## src/rtl/pipelined_decode_ctrl.sv

```systemverilog
// RV32I ID-stage decoder with the ID/EX control pipeline register.
// Handles load-use bubbles, downstream holds and flushes, and keeps saturating stall/illegal counters.
module pipelined_decode_ctrl #(
  parameter bit SUPPORT_JUMP  = 1'b1,
  parameter bit SUPPORT_UPPER = 1'b1,
  parameter bit HAZARD_EN     = 1'b1,
  parameter int STAT_W        = 16
) (
  input  logic              clk,
  input  logic              rst,
  input  logic              id_valid,
  input  logic [31:0]       instr,
  input  logic              ex_hold,
  input  logic              flush,
  output logic              if_id_stall,
  output logic              ex_valid,
  output logic              ex_regwrite,
  output logic              ex_memread,
  output logic              ex_memwrite,
  output logic              ex_memtoreg,
  output logic              ex_alusrc,
  output logic              ex_branch,
  output logic              ex_jump,
  output logic              ex_jalr,
  output logic [2:0]        ex_aluop,
  output logic [4:0]        ex_rd,
  output logic [4:0]        ex_rs1,
  output logic [4:0]        ex_rs2,
  output logic [2:0]        ex_funct3,
  output logic              ex_funct7b5,
  output logic              ex_illegal,
  output logic [STAT_W-1:0] stall_cnt,
  output logic [STAT_W-1:0] illegal_cnt
);

  localparam logic [6:0] OP_R     = 7'b0110011;
  localparam logic [6:0] OP_I     = 7'b0010011;
  localparam logic [6:0] OP_LOAD  = 7'b0000011;
  localparam logic [6:0] OP_STORE = 7'b0100011;
  localparam logic [6:0] OP_BR    = 7'b1100011;
  localparam logic [6:0] OP_JAL   = 7'b1101111;
  localparam logic [6:0] OP_JALR  = 7'b1100111;
  localparam logic [6:0] OP_LUI   = 7'b0110111;
  localparam logic [6:0] OP_AUIPC = 7'b0010111;

  localparam logic [STAT_W-1:0] CNT_MAX = '1;

  typedef struct packed {
    logic       valid;
    logic       regwrite;
    logic       memread;
    logic       memwrite;
    logic       memtoreg;
    logic       alusrc;
    logic       branch;
    logic       jump;
    logic       jalr;
    logic [2:0] aluop;
    logic [4:0] rd;
    logic [4:0] rs1;
    logic [4:0] rs2;
    logic [2:0] funct3;
    logic       funct7b5;
    logic       illegal;
  } idex_t;

  idex_t             idex_q, idex_d, dec;
  logic              uses_rs1, uses_rs2, hazard;
  logic [STAT_W-1:0] stall_cnt_q, stall_cnt_d;
  logic [STAT_W-1:0] illegal_cnt_q, illegal_cnt_d;

  // Immediate-only bits that no control depends on.
  logic unused_instr_bits;
  assign unused_instr_bits = ^{instr[31], instr[29:25]};

  always_comb begin
    dec          = '0;
    uses_rs1     = 1'b0;
    uses_rs2     = 1'b0;
    dec.valid    = 1'b1;
    dec.rd       = instr[11:7];
    dec.rs1      = instr[19:15];
    dec.rs2      = instr[24:20];
    dec.funct3   = instr[14:12];
    dec.funct7b5 = instr[30];
    case (instr[6:0])
      OP_R: begin
        dec.regwrite = 1'b1;
        dec.aluop    = 3'b010;
        uses_rs1     = 1'b1;
        uses_rs2     = 1'b1;
      end
      OP_I: begin
        dec.regwrite = 1'b1;
        dec.alusrc   = 1'b1;
        dec.aluop    = 3'b011;
        uses_rs1     = 1'b1;
      end
      OP_LOAD: begin
        dec.regwrite = 1'b1;
        dec.memread  = 1'b1;
        dec.memtoreg = 1'b1;
        dec.alusrc   = 1'b1;
        uses_rs1     = 1'b1;
      end
      OP_STORE: begin
        dec.memwrite = 1'b1;
        dec.alusrc   = 1'b1;
        uses_rs1     = 1'b1;
        uses_rs2     = 1'b1;
      end
      OP_BR: begin
        dec.branch = 1'b1;
        dec.aluop  = 3'b001;
        uses_rs1   = 1'b1;
        uses_rs2   = 1'b1;
      end
      OP_JAL: begin
        if (SUPPORT_JUMP) begin
          dec.regwrite = 1'b1;
          dec.jump     = 1'b1;
        end else begin
          dec.illegal = 1'b1;
        end
      end
      OP_JALR: begin
        if (SUPPORT_JUMP) begin
          dec.regwrite = 1'b1;
          dec.jump     = 1'b1;
          dec.jalr     = 1'b1;
          dec.alusrc   = 1'b1;
          uses_rs1     = 1'b1;
        end else begin
          dec.illegal = 1'b1;
        end
      end
      OP_LUI: begin
        if (SUPPORT_UPPER) begin
          dec.regwrite = 1'b1;
          dec.alusrc   = 1'b1;
          dec.aluop    = 3'b100;
        end else begin
          dec.illegal = 1'b1;
        end
      end
      OP_AUIPC: begin
        if (SUPPORT_UPPER) begin
          dec.regwrite = 1'b1;
          dec.alusrc   = 1'b1;
          dec.aluop    = 3'b101;
        end else begin
          dec.illegal = 1'b1;
        end
      end
      default: dec.illegal = 1'b1;
    endcase
    if (dec.rd == 5'd0) dec.regwrite = 1'b0;
  end

  always_comb begin
    hazard = HAZARD_EN & id_valid & idex_q.valid & idex_q.memread & (idex_q.rd != 5'd0) &
             ((uses_rs1 & (idex_q.rd == instr[19:15])) | (uses_rs2 & (idex_q.rd == instr[24:20])));
    if_id_stall = ~flush & (ex_hold | hazard);
  end

  always_comb begin
    idex_d        = idex_q;
    stall_cnt_d   = stall_cnt_q;
    illegal_cnt_d = illegal_cnt_q;
    if (flush) begin
      idex_d = '0;
    end else if (ex_hold) begin
      idex_d = idex_q;
    end else if (hazard) begin
      idex_d = '0;
      if (stall_cnt_q != CNT_MAX) stall_cnt_d = stall_cnt_q + STAT_W'(1);
    end else begin
      idex_d = id_valid ? dec : '0;
      if (id_valid && dec.illegal && (illegal_cnt_q != CNT_MAX))
        illegal_cnt_d = illegal_cnt_q + STAT_W'(1);
    end
  end

  always_ff @(posedge clk or posedge rst) begin
    if (rst) begin
      idex_q        <= '0;
      stall_cnt_q   <= '0;
      illegal_cnt_q <= '0;
    end else begin
      idex_q        <= idex_d;
      stall_cnt_q   <= stall_cnt_d;
      illegal_cnt_q <= illegal_cnt_d;
    end
  end

  assign ex_valid    = idex_q.valid;
  assign ex_regwrite = idex_q.regwrite;
  assign ex_memread  = idex_q.memread;
  assign ex_memwrite = idex_q.memwrite;
  assign ex_memtoreg = idex_q.memtoreg;
  assign ex_alusrc   = idex_q.alusrc;
  assign ex_branch   = idex_q.branch;
  assign ex_jump     = idex_q.jump;
  assign ex_jalr     = idex_q.jalr;
  assign ex_aluop    = idex_q.aluop;
  assign ex_rd       = idex_q.rd;
  assign ex_rs1      = idex_q.rs1;
  assign ex_rs2      = idex_q.rs2;
  assign ex_funct3   = idex_q.funct3;
  assign ex_funct7b5 = idex_q.funct7b5;
  assign ex_illegal  = idex_q.illegal;
  assign stall_cnt   = stall_cnt_q;
  assign illegal_cnt = illegal_cnt_q;

endmodule
```

## config.mk

```make
export PLATFORM = sky130hd
export DESIGN_NAME = pipelined_decode_ctrl
export DESIGN_NICKNAME = d
export VERILOG_FILES = /design/src/rtl/pipelined_decode_ctrl.sv
export SDC_FILE = /design/constraint.sdc
export NUM_CORES = 1
export LEC_CHECK = 0
export CAP_MARGIN = 20
export CORE_ASPECT_RATIO = 1.75
export CORE_MARGIN = 1.5
export CORE_UTILIZATION = 49
export CTS_CLUSTER_DIAMETER = 200
export CTS_CLUSTER_SIZE = 25
export DETAILED_ROUTE_END_ITERATION = 8
export PLACE_DENSITY_LB_ADDON = 0.05
export REMOVE_ABC_BUFFERS = 1
export SLEW_MARGIN = 10
export SYNTH_ARGS = -nofsm -noshare
export SYNTH_HDL_FRONTEND = slang
export SYNTH_SLANG_ARGS = --single-unit
```

## constraint.sdc

```tcl
create_clock -name clk -period 7.9 [get_ports clk]
set_clock_uncertainty 0.2 [all_clocks]
set_input_delay 1.975 -clock clk [delete_from_list [all_inputs] [get_ports clk]]
set_output_delay 1.975 -clock clk [all_outputs]
set_load 0.005 [all_outputs]
```

==> impl_metrics.toml, run 1 <==
[yosys]
synth_ff_type = "dfrtp_1"
synth-xor-area-share = 0.1145
yosys_register_bits = 63
avgSynthCellArea_sq_um = 11.09
synthSimpleGateAreaFrac = 0.1727
synth_fa_ha_area_frac = 0.008386
yosysWarnings = 0
yosysUniqueCellTypes = 44
synth_top_family_by_area = "simple AND/OR/NAND/NOR gates"
muxShareOfSynthArea = 0.007547
ys_seq_area_frac = 0.5283
synth_edf_count = 0
async_reset_ff_frac = 1.000
synth_compound_area_frac = 0.1338
synthCells = 269
syn_area_sq_um = 2984

[routing]
drc = 0
viasPerCell = 5.381
wl_per_cell_um = 16.07
antenna_left = 0
first_iter_violations = 164
drt_wl_total_mm = 7.215
firstDrtPassIters = 4
via_count = 2416

[cts]
root_buffer = "clkbuf_8"
clkLatencyLatePin_ns = 0.34
post_cts_resized = 0
cts_made_buffers = 9
cts_buffer_depth = 2
clock-sinks = 63
clk_pin_slew_worst_paths_ns = 0.07
ctsHtreeMaxLevel = 3
post-cts-setup-buffers = 0
cts_tree = "yes"
cts_hold_buf = 0

[cells_and_area]
final_cell_mix = "95 x clkdlybuf4s50_1, 63 x dfrtp_1, 22 x nand2_1"
drive_above_1_share = 0.07817
layout.cells.non_filler = 449
nNetsFinal = 407
final_util = 0.7080
finalInstanceArea_sq_um = 4163
n_antenna_cell = 0
syn2layout_area_growth_pct = 39.50
layout_commonest_cell = "clkdlybuf4s50_1"

[place]
dp_cells = 435
numPortBuffers = 95
pre_cts_ws_ns = 1.624
routabilityCongestion = 0.8796
place_area_sq_um = 3999
dp_hpwl_mm = 5.281

[power_and_ir_drop]
p_int_uw = 535.1
power_frac_comb = 0.156
swShare = 0.2540
total_power_uw = 717.3
ir_drop_mv = 0.1363
p_per_area_nw_per_um2 = 172.3
power.switching_uw = 182.2
power.leakage_nw = 1.830
clockPowerShare = 0.336
p_seq_frac = 0.508

[grt]
grtUsageTotal = 0.2440
grt_pass1_wl_mm = 11.71
grt_pass1_vias = 2430
grt_max_degree = 64
grt_remaining_overflow = 0
antenna_found_initial = 0

[sta]
fin_ws_ns = 1.609
holdWs_ns = 0.2733
finalHoldViolations = 0
worst_pin_slew_ns = 0.8201
setup_violations = 0
rsz0062_at_grt = "false"
fin_crit_sh = 0.7963
finalSetupTns_ns = 0
maxSlewViolCount = 0
fin_crit_ns = 6.291
slew_headroom = 0.4514
max_freq_ghz = 0.1590

[run_status]
outcome = "completed"

[floorplanning]
num_rows = 37
floorplan.initialDensity = 0.5076
design.core.area_sq_um = 5879
die_w_um = 61.99
design.die.area_sq_um = 6586
pin_count = 102
dieHeight_um = 106.2

[min_path]
worstHoldPathCells = 2
hold_class = "reg2reg"

[critical_path]
path_max_fanout = 8
critPathKind = "in2out"
crit_path_max_incr_delay_ns = 0.65
cp_common_cell = "clkdlybuf4s50_1"
worst_r2r_path_depth = 6
crit_path_start_kind = "input port"
crit_arrival_ns = 4.12
crit_slowest_cell = "clkdlybuf4s50_1"
endpoint_kind = "primary output"
required_ns = 5.73
worstPathCellList = "clkdlybuf4s50_1 > nand3b_1 > a2111oi_4 > o21ai_2 > a21oi_1 > clkdlybuf4s50_1"

[run]
cap_violations = 0
==> power groups by stage <==
stage,sequential (mW),combinational (mW),clock [mW]
floorplan,0.368,0.0436,0
global placement,0.369,0.111,0
detailed placement,0.370,0.113,0
CTS,0.365,0.113,0.247
global route,0.367,0.122,0.264
finish,0.365,0.112,0.241
==> layer usage <==
layer / up-vias / GRT usage / part of all wire
met4: 0 / 0.1185 / 0.030
met5: - / 0 / 0
li1: 1164 / - / -
met2: 64 / 0.4010 / 0.55
met1: 1172 / 0.2711 / 0.38
met3: 16 / 0.07786 / 0.032
==> sequential cells by signal, indices dropped and copies added (netlist names) <==
| name | count |
|---|---|
| ex_jump | 1 |
| ex_aluop | 3 |
| ex_branch | 1 |
| illegal_cnt | 16 |
| ex_rs2 | 5 |
| stall_cnt | 16 |
| ex_illegal | 1 |
| ex_funct3 | 3 |
| ex_rs1 | 5 |
| ex_valid | 1 |
| ex_memwrite | 1 |
| ex_rd | 5 |
| ex_alusrc | 1 |
| ex_regwrite | 1 |
| ex_funct7b5 | 1 |
| ex_jalr | 1 |
| ex_memread | 1 |
==> area by class of cell <==
| class | count | area, sq um |
|---|---|---|
| tap | 78 | 97.59 |
| clock inverter | 1 | 5.005 |
| fill | 474 | 1717 |
| timing repair buffer | 99 | 980.9 |
| multi-input combinational | 185 | 1306 |
| clock buffer | 13 | 158.9 |
| sequential | 63 | 1577 |
| inverter | 10 | 37.54 |
==> critical path: cells and delay by family <==
kind	cells	cell delay, ns
AO/OA/AOI/OAI	3	0.72
buffers and inverters	2	1.16
AND/OR/NAND/NOR	1	0.25
==> cell usage after synthesis, drive strengths merged (6+ instances only) <==
cell type,instances,area (sq um)
a22o,19,166.4
nand2,22,82.58
nand3,14,70.07
inv,10,37.54
dfrtp,63,1577
xor2,19,166.4
nand4,7,43.79
buf,8,55.05
nor3,7,46.30
o21ai,6,37.54
nor4,11,75.07
xnor2,20,175.2
nor2,16,60.06
==> path summary, 6_finish.rpt <==
path | end | startpoint | slack, ns
max in group asynchronous | ex_regwrite | rst | 4.98
worst min register to register | ex_aluop[1] | ex_aluop[1] | 0.27
worst max-delay path | if_id_stall | instr[5] | 1.61
min in group asynchronous | ex_funct3[0] | rst | 1.98
worst min-delay path | ex_aluop[1] | ex_aluop[1] | 0.27
worst max register to register | stall_cnt[1] | stall_cnt[6] | 5.14
==> cells by family after synthesis <==
group	after synthesis
simple gates	96
flops	63
compound gates	46
xor+xnor	39
buf+inv	21
mux	2
fa+ha+maj	2
(Power assumes the default switching activity.)
==> inputs of run 2 (changes only) <==
--- a/config.mk
+++ b/config.mk
@@ -8,7 +8,7 @@
 export CAP_MARGIN = 20
 export CORE_ASPECT_RATIO = 1.75
 export CORE_MARGIN = 1.5
-export CORE_UTILIZATION = 49
+export CORE_UTILIZATION = 45
 export CTS_CLUSTER_DIAMETER = 200
 export CTS_CLUSTER_SIZE = 25
 export DETAILED_ROUTE_END_ITERATION = 8
==> constraint.sdc (replaced) <==
create_clock -name clk -period 5.85 [get_ports clk]
set_clock_uncertainty 0.2 [all_clocks]
set_input_delay 1.4625 -clock clk [delete_from_list [all_inputs] [get_ports clk]]
set_output_delay 1.4625 -clock clk [all_outputs]
set_load 0.005 [all_outputs]
==> run 2 against run 1 <==
  * Clock power grew 140%
  * Largest cell class unchanged
  * Highest routed layer unchanged
  * Sequential share of layout area shrank 1.4 points
  * Worst setup slack lost 1.0 ns
  * Routed wire length grew 0.83%
  * Critical endpoint unchanged
  * Flip-flop and latch count is the same
  * Die area grew 8.5%
  * Power grew 69%
==> impl_metrics.toml, run 2 (synthesized netlist as in run 1, its figures left out) <==
[routing]
wl_per_cell_um = 15.99
antenna_left = 0
drc = 0
viasPerCell = 5.314
via_count = 2418
firstDrtPassIters = 4
first_iter_violations = 132
drt_wl_total_mm = 7.275

[critical_path]
worstPathCellList = "clkdlybuf4s50_1 > or2_2 > a2111oi_4 > o21ai_2 > a21oi_1 > clkdlybuf4s50_1"
timing.rr.start = "stall_cnt[0]"
startpoint = "instr[2]"
r2r_end = "stall_cnt[1]"
endpoint_kind = "primary output"
crit_path_start_kind = "input port"
path_max_fanout = 11
cp_common_cell = "clkdlybuf4s50_1"
critPathCapture = "if_id_stall"
worst_r2r_path_depth = 5
critPathKind = "in2out"
rrSetupSlack_ns = 3.13
crit_slowest_cell = "clkdlybuf4s50_1"
crit_arrival_ns = 3.59
required_ns = 4.19
crit_path_max_incr_delay_ns = 0.58

[sta]
fin_crit_ns = 5.251
finalHoldViolations = 0
rsz0062_at_grt = "false"
max_freq_ghz = 0.1904
slew_headroom = 0.4715
maxSlewViolCount = 0
worst_pin_slew_ns = 0.7900
setup_violations = 0
finalSetupTns_ns = 0
fin_crit_sh = 0.8977

[cells_and_area]
syn2layout_area_growth_pct = 45.03
drive_above_1_share = 0.08579
final_util = 0.6669
nNetsFinal = 407
n_antenna_cell = 0
layout_commonest_cell = "clkdlybuf4s50_1"
final_cell_mix = "95 x clkdlybuf4s50_1, 63 x dfrtp_1, 22 x nand2_1"
finalInstanceArea_sq_um = 4328

[floorplanning]
num_rows = 39
floorplan.initialDensity = 0.4598
die_w_um = 64.56
pin_count = 102
design.core.area_sq_um = 6490
dieHeight_um = 110.7
design.die.area_sq_um = 7148

[min_path]
hold_class = "reg2reg"
min_from = "ex_illegal"

[place]
routabilityCongestion = 0.8034
place_area_sq_um = 4004
numPortBuffers = 95
dp_hpwl_mm = 5.400

[power_and_ir_drop]
ir_drop_mv = 0.2368
p_per_area_nw_per_um2 = 280.9
power.leakage_nw = 1.900
total_power_mw = 1.216

[cts]
post-cts-setup-buffers = 0
clkLatencyLatePin_ns = 0.32
clock-sinks = 63
cts_made_buffers = 9
cts_tree = "yes"
cts_buffer_depth = 2
root_buffer = "clkbuf_16"
post_cts_resized = 0
cts_hold_buf = 0
ctsHtreeMaxLevel = 3
clk_pin_slew_worst_paths_ns = 0.05

[run]
cap_violations = 0

[grt]
grt_remaining_overflow = 0
grt_max_degree = 64
antenna_found_initial = 0
grt_pass1_wl_mm = 11.92
grt_pass1_vias = 2390
grtUsageTotal = 0.2183

[run_status]
outcome = "completed"
run 2: cell count changes in the layout (fill, tap and decap cells not counted):
cell,before,now
clkbuf_16,0,9
clkinvlp_4,0,1
bufinv_16,0,2
clkbuf_1,2,1
clkbuf_8,11,1
clkinv_4,0,1
run 2: metal layers:
metal | up-vias | GRT usage | part of all wire
li1 | 1161 | - | -
met1 | 1180 | 0.2436 | 0.38
met2 | 60 | 0.3889 | 0.55
met3 | 17 | 0.04061 | 0.038
met4 | 0 | 0.1050 | 0.032
met5 | - | 0 | 0
run 2: critical path: cells and delay by family:
kind | cells | cell delay, ns
AND/OR/NAND/NOR | 1 | 0.42
buffers and inverters | 2 | 1.13
AO/OA/AOI/OAI | 3 | 0.58
run 2: layout make-up:
type | count | area, sq um
fillers | 539 | 2162
flip-flops and latches | 63 | 1577
multi-input cells | 185 | 1306
repair buffers | 99 | 980.9
clock buffers | 11 | 242.7
well taps | 82 | 102.6
clock inverters | 5 | 81.33
inverters | 10 | 37.54
run 2: stage by stage:
step,cells,worst slack [ns],hold WS [ns]
2_1_floorplan,258,1.676,0.2726
4_1_cts,455,0.5806,0.2964
6_report,455,0.5987,0.2903
5_1_grt,455,0.4741,0.2996
3_5_place_dp,439,0.5885,0.2844
3_3_place_gp,439,0.6105,0.2717
run 2: worst min path at each step:
stage,end,cells after the start
6_report,ex_illegal,1
3_3_place_gp,stall_cnt[10],1
2_1_floorplan,ex_aluop[1],2
4_1_cts,ex_aluop[0],1
5_1_grt,stall_cnt[10],1
3_5_place_dp,ex_aluop[0],1
run 2: power breakdown:
group          internal (mW)  total, mW  switching, mW
sequential             0.461      0.493         0.0316
clock                  0.384      0.572          0.188
combinational         0.0901      0.151         0.0609
total                  0.936       1.22          0.280
